==> src/rtl/out_port_fifo_if.sv <==
// CPU-write / device-drain bundle for out_port_fifo.
// OUT_PORT_FIFO_LAST_EN adds the last_data readback bus.
interface out_port_fifo_if #(
   parameter int WIDTH    = 32,
   parameter int CHANNELS = 2,
   parameter int SEL_W    = 3
);
   logic [WIDTH-1:0]          BusMuxOut;
   logic                      Out_portIn;
   logic [SEL_W-1:0]          out_sel;
   logic                      ovf_clr;
   logic [CHANNELS*WIDTH-1:0] dev_data;
   logic [CHANNELS-1:0]       dev_valid;
   logic [CHANNELS-1:0]       dev_ready;
   logic [CHANNELS-1:0]       port_full;
   logic [CHANNELS-1:0]       port_empty;
   logic [CHANNELS-1:0]       port_ovf;
`ifdef OUT_PORT_FIFO_LAST_EN
   logic [CHANNELS*WIDTH-1:0] last_data;

   modport master (
      output BusMuxOut, Out_portIn, out_sel, ovf_clr, dev_ready,
      input  dev_data, dev_valid, port_full, port_empty, port_ovf, last_data
   );
   modport slave (
      input  BusMuxOut, Out_portIn, out_sel, ovf_clr, dev_ready,
      output dev_data, dev_valid, port_full, port_empty, port_ovf, last_data
   );
`else
   modport master (
      output BusMuxOut, Out_portIn, out_sel, ovf_clr, dev_ready,
      input  dev_data, dev_valid, port_full, port_empty, port_ovf
   );
   modport slave (
      input  BusMuxOut, Out_portIn, out_sel, ovf_clr, dev_ready,
      output dev_data, dev_valid, port_full, port_empty, port_ovf
   );
`endif
endinterface

==> src/rtl/out_port_fifo.sv <==
// Multi-channel output port: per-channel circular FIFOs written from the CPU bus, drained by valid/ready.
// Optional OUT_PORT_FIFO_LAST_EN keeps a per-channel copy of the last accepted word.
module out_port_fifo #(
   parameter int WIDTH    = 32,
   parameter int CHANNELS = 2,
   parameter int DEPTH    = 4,
   parameter int SEL_W    = 3
) (
   input  logic           clock,
   input  logic           clear,
   out_port_fifo_if.slave bus
);
   localparam int PTR_W = $clog2(DEPTH);
   localparam int CNT_W = PTR_W + 1;

   for (genvar c = 0; c < CHANNELS; c++) begin : g_ch
      logic [WIDTH-1:0] mem [DEPTH];
      logic [PTR_W-1:0] wptr;
      logic [PTR_W-1:0] rptr;
      logic [CNT_W-1:0] count;
      logic             ovf_q;
      logic             full;
      logic             empty;
      logic             sel_hit;
      logic             push;
      logic             pop;
      logic             drop;

      assign full  = (count == CNT_W'(DEPTH));
      assign empty = (count == '0);
      // c < CHANNELS always, so out-of-range selects never match any channel
      assign sel_hit = bus.Out_portIn && (bus.out_sel == SEL_W'(c));
      assign pop     = !empty && bus.dev_ready[c];
      assign push    = sel_hit && (!full || pop);
      assign drop    = sel_hit && full && !pop;

      always_ff @(posedge clock) begin
         if (clear) begin
            wptr  <= '0;
            rptr  <= '0;
            count <= '0;
            ovf_q <= 1'b0;
            for (int i = 0; i < DEPTH; i++) mem[i] <= '0;
         end else begin
            if (push) begin
               mem[wptr] <= bus.BusMuxOut;
               wptr      <= wptr + PTR_W'(1);
            end
            if (pop) rptr <= rptr + PTR_W'(1);
            case ({push, pop})
               2'b10:   count <= count + CNT_W'(1);
               2'b01:   count <= count - CNT_W'(1);
               default: count <= count;
            endcase
            if (drop)             ovf_q <= 1'b1;
            else if (bus.ovf_clr) ovf_q <= 1'b0;
         end
      end

      assign bus.dev_data[c*WIDTH +: WIDTH] = mem[rptr];
      assign bus.dev_valid[c]  = !empty;
      assign bus.port_full[c]  = full;
      assign bus.port_empty[c] = empty;
      assign bus.port_ovf[c]   = ovf_q;

`ifdef OUT_PORT_FIFO_LAST_EN
      logic [WIDTH-1:0] last_q;

      always_ff @(posedge clock) begin
         if (clear)     last_q <= '0;
         else if (push) last_q <= bus.BusMuxOut;
      end

      assign bus.last_data[c*WIDTH +: WIDTH] = last_q;
`endif
   end
endmodule

==> src/flat_wrapper.sv <==
// flat-port wrapper written by rule: the top's interface ports become plain ports
module out_port_fifo_flat 
#(
   parameter int WIDTH    = 32,
   parameter int CHANNELS = 2,
   parameter int DEPTH    = 4,
   parameter int SEL_W    = 3
)
  (clock, clear, bus_BusMuxOut, bus_Out_portIn, bus_out_sel, bus_ovf_clr, bus_dev_ready, bus_dev_data, bus_dev_valid, bus_port_full, bus_port_empty, bus_port_ovf);
  out_port_fifo_if #(.WIDTH(WIDTH), .CHANNELS(CHANNELS), .SEL_W(SEL_W)) bus_i ();
  input  logic clock;
  input  logic clear;
  input wire logic [$bits(bus_i.BusMuxOut)-1:0] bus_BusMuxOut;
  input wire logic [$bits(bus_i.Out_portIn)-1:0] bus_Out_portIn;
  input wire logic [$bits(bus_i.out_sel)-1:0] bus_out_sel;
  input wire logic [$bits(bus_i.ovf_clr)-1:0] bus_ovf_clr;
  input wire logic [$bits(bus_i.dev_ready)-1:0] bus_dev_ready;
  output wire logic [$bits(bus_i.dev_data)-1:0] bus_dev_data;
  output wire logic [$bits(bus_i.dev_valid)-1:0] bus_dev_valid;
  output wire logic [$bits(bus_i.port_full)-1:0] bus_port_full;
  output wire logic [$bits(bus_i.port_empty)-1:0] bus_port_empty;
  output wire logic [$bits(bus_i.port_ovf)-1:0] bus_port_ovf;
  assign bus_i.BusMuxOut = bus_BusMuxOut;
  assign bus_i.Out_portIn = bus_Out_portIn;
  assign bus_i.out_sel = bus_out_sel;
  assign bus_i.ovf_clr = bus_ovf_clr;
  assign bus_i.dev_ready = bus_dev_ready;
  assign bus_dev_data = bus_i.dev_data;
  assign bus_dev_valid = bus_i.dev_valid;
  assign bus_port_full = bus_i.port_full;
  assign bus_port_empty = bus_i.port_empty;
  assign bus_port_ovf = bus_i.port_ovf;
  out_port_fifo #(.WIDTH(WIDTH), .CHANNELS(CHANNELS), .DEPTH(DEPTH), .SEL_W(SEL_W)) u_core (.clock(clock), .clear(clear), .bus(bus_i));
endmodule
==> config.mk <==
export PLATFORM = sky130hd
export DESIGN_NAME = out_port_fifo_flat
export DESIGN_NICKNAME = d
export VERILOG_FILES = /design/src/rtl/out_port_fifo_if.sv /design/src/rtl/out_port_fifo.sv /design/src/flat_wrapper.sv
export SDC_FILE = /design/constraint.sdc
export NUM_CORES = 1
export LEC_CHECK = 0
export BUFFER_PORTS_ARGS = -buffer_cell sky130_fd_sc_hd__buf_4
export CORE_ASPECT_RATIO = 1.4
export CORE_MARGIN = 1.5
export CORE_UTILIZATION = 34
export CTS_BUF_LIST = sky130_fd_sc_hd__clkbuf_8 sky130_fd_sc_hd__clkbuf_16
export DETAILED_ROUTE_END_ITERATION = 8
export HOLD_SLACK_MARGIN = 0.08
export PLACE_DENSITY = 0.63
export SYNTH_ARGS = -nofsm -noshare
export SYNTH_HDL_FRONTEND = slang
export SYNTH_SLANG_ARGS = --single-unit
==> constraint.sdc <==
create_clock -name clock -period 3.15 [get_ports clock]
set_input_delay 0.315 -clock clock [delete_from_list [all_inputs] [get_ports clock]]
set_output_delay 0.315 -clock clock [all_outputs]
set_load 0.02 [all_outputs]
==> qor.csv <==
stage,metric,value,unit
logic_synthesis,synth_common_cells,"256 x edfxtp_1, 253 x nor2_1, 64 x mux4_2, 38 x nand2b_1, 35 x buf_1",
sta,fin_setup_tns,0,ns
pwr,ir_drop,375,uV
min_path,holdPathStages,4,
place,dpl.hpwl,17600,um
cts,ctsRootBufferMaster,clkbuf_16,
cts,numCtsBuffers,26,
cts,post-cts-setup-buffer-count,0,
place,io_buffer_count,112,
logic_synthesis,yosys_warnings,0,
sta,finClkSkew,0.00911,ns
grt,gr-usage-all-layers,15.8,%
pwr,leakagePower,4.87,nW
worst_setup_path,path_class,register to output port,
grt,grt_pass1_vias,7128,
sta,holdWs,0.108,ns
cts,clock-sinks,276,
cts,htree_levels,1,
logic_synthesis,synth_nets,851,
floorplanning,core,0.0340,sq mm
sta,fin_crit_sh,82.3,%
logic_synthesis,yosysTopAreaCell,edfxtp_1,
grt,grt_pass1_wl,42500,um
worst_setup_path,endpoint_kind,output port,
pwr,pwr_density_cell,581,mW/mm^2
cts,clk_pin_slew,0.06,ns
routing,drtPass1Iterations,6,
grt,grt_max_degree,42,
routing,drcViolationCount,0,
logic_synthesis,synth_seq_cells,276,
worst_setup_path,crit_family,flip-flops,
layout,stdcell_area,0.0138,sq mm
routing,initialDrtViolationCount,428,
floorplanning,rows,80,
logic_synthesis,syn_area,0.0117,sq mm
worst_setup_path,crit_chain,buf_12 -> mux4_2 -> buf_4,
routing,antenna_left,0,
sta,period_minus_slack,2.59,ns
logic_synthesis,ys.flop_type,edfxtp_1,
sta,slew_headroom,53.9,%
cts,clkLatencyLatePin,0.53,ns
sta,fmax,0.386,GHz
worst_setup_path,crit_required,2.83,ns
worst_setup_path,ff2ff_path_depth,8,
grt,grt_overflow_total,0,
worst_setup_path,endpoint,bus_dev_data[62],
worst_setup_path,critPathMaxStageDelay,0.66,ns
worst_setup_path,critPathArrivalTime,2.28,ns
flow_run,cap_violations,0,
floorplanning,initial_core_util,34.5,%
sta,drv_slew,0,
floorplanning,fp.dieH,223,um
layout,final_nets,935,
routing,vias,6677,
layout,area_delta_synth_final,17.8,%
routing,post_drt_wl_per_cell,20.6,um
worst_setup_path,path_max_fanout,21,
place,placed_area,0.0130,sq mm
worst_setup_path,critPathSlowestCell,dfxtp_2,
layout,n_antenna_cell,0,
pwr,total_power,8.04,mW
logic_synthesis,synthDistinctLibCells,32,
worst_setup_path,critPathLaunchType,register,
cts,cts_tree,built,
grt,antenna_found_initial,0,
sta,max_slew.worst_pin.slew,0.683,ns
cts,cts_buffer_depth,3,
worst_setup_path,rr_startpoint,u_core.g_ch[1].count[0],
logic_synthesis,post-synth-top-count-cell,edfxtp_1,
min_path,hp-class,input pin to register,
cts,cts-resized-gates,0,
logic_synthesis,syn_inst,806,
logic_synthesis,async_flop_share,0,%
routing,viasPerCell,4.91,
worst_setup_path,crit_buf_inv,2,
sta,hold_viol_final,0,
floorplanning,dieArea,0.0357,sq mm
floorplanning,boundaryPins,113,
logic_synthesis,synth_edf_count,256,
logic_synthesis,synthTopCellsByArea,"edfxtp_1 65%, mux4_2 12%, nor2_1 8.1%, dfxtp_1 3.4%, nand2b_1 2.0%",
routing,routed_wl,28100,um
worst_setup_path,crit_cells,3,
logic_synthesis,synth.yosys.seq_area_share,68.8,%
run_status,status,"finished, final reports clean",
sta,rsz0062_at_grt,no,
place,finalWeightedCongestion,0.720,
cts,ctsHoldBuffers,0,
logic_synthesis,synth_top_area_share,65.4,%
worst_setup_path,r2r_end,u_core.g_ch[1].count[2],
layout,drive_above_1_share,29.5,%
sta,finalSetupViolations,0,
logic_synthesis,syn_area_per_cell,14.6,sq um
worst_setup_path,reg2reg_slack,0.68,ns
floorplanning,fp.dieW,160,um
==> metrics by stage <==
step	worst slack, ns	utilization, %	cells
after floorplan	0.445	-	806
after global placement	0.630	38.3	1313
after detailed placement	0.611	38.3	1313
after CTS	0.490	40.7	1359
after global routing	0.453	40.7	1359
final	0.559	40.7	1359
==> layout make-up <==
class,instances,area [sq um]
Inverter,12,45.0
Multi-Input combinational cell,432,3220
Timing Repair Buffer,142,1120
Clock buffer,27,676
Fill cell,3144,20200
Clock inverter,19,125
Tap cell,451,564
Sequential cell,276,8090
==> how the worst min path moves through the flow <==
stage | startpoint | end | slack, ns
floorplan | u_core.g_ch[0].wptr[0] | u_core.g_ch[0].wptr[0] | 0.47
global placement | u_core.g_ch[0].wptr[0] | u_core.g_ch[0].wptr[0] | 0.49
detailed placement | u_core.g_ch[0].wptr[0] | u_core.g_ch[0].wptr[0] | 0.49
CTS | bus_ovf_clr | u_core.g_ch[1].ovf_q | 0.09
global route | bus_ovf_clr | u_core.g_ch[1].ovf_q | 0.14
finish | bus_ovf_clr | u_core.g_ch[1].ovf_q | 0.11
==> worst register-to-register path: cells and delay by family, from the launching register on <==
kind                     cells  cell delay (ns)
adder cells (fa/ha/maj)      2             0.64
flip-flops                   1             0.36
AND/OR/NAND/NOR              3             1.04
buffers and inverters        1             0.07
AO/OA/AOI/OAI                1             0.14
XOR/XNOR                     1             0.16
==> placed cells by master (no fill, tap or decap), types with 3 or more instances in the layout <==
cell type | synthesis | layout
nand2b_2 | 0 | 6
dfxtp_2 | 0 | 4
buf_12 | 0 | 4
or3_1 | 4 | 4
dfxtp_1 | 20 | 16
inv_1 | 12 | 20
nor2_2 | 17 | 17
nor2_1 | 253 | 253
nor4b_1 | 3 | 3
o21ai_0 | 4 | 4
clkinv_1 | 0 | 8
o31ai_1 | 4 | 4
a21oi_1 | 10 | 10
nand2b_1 | 38 | 32
clkbuf_16 | 0 | 27
mux4_2 | 64 | 64
buf_4 | 6 | 138
edfxtp_1 | 256 | 256
xor2_1 | 8 | 8
or4_1 | 4 | 3
==> state kept, by name, summed over array words and instances (netlist names), named ones only <==
signal	flops
u_core.g_ch.count	6
u_core.g_ch.mem	256
u_core.g_ch.ovf_q	2
u_core.g_ch.rptr	4
u_core.g_ch.wptr	4
==> routing by layer <==
| metal | track usage [%] | up-vias | share of wire, % |
|---|---|---|---|
| li1 | - | 3039 | - |
| met1 | 19.8 | 3399 | 40 |
| met2 | 28.4 | 206 | 52 |
| met3 | 1.58 | 33 | 4.4 |
| met4 | 5.64 | 0 | 2.8 |
| met5 | 0 | - | 0 |
==> power by group <==
part,internal (mW),switching [mW]
Sequential,4.15,0.0741
Clock,1.70,1.29
Combinational,0.361,0.480
Total,6.20,1.84
==> logic make-up after synthesis <==
group / synth area share [%]
muxes: 12.3
AOI/OAI and AO/OA: 1.17
buffers and inverters: 3.91
adders and majority gates: 0.554
DFF: 68.8
and+or+nand+nor: 12.7
xor gates and xnor gates: 0.596
Note: power is estimated with default switching activity, not from simulation.
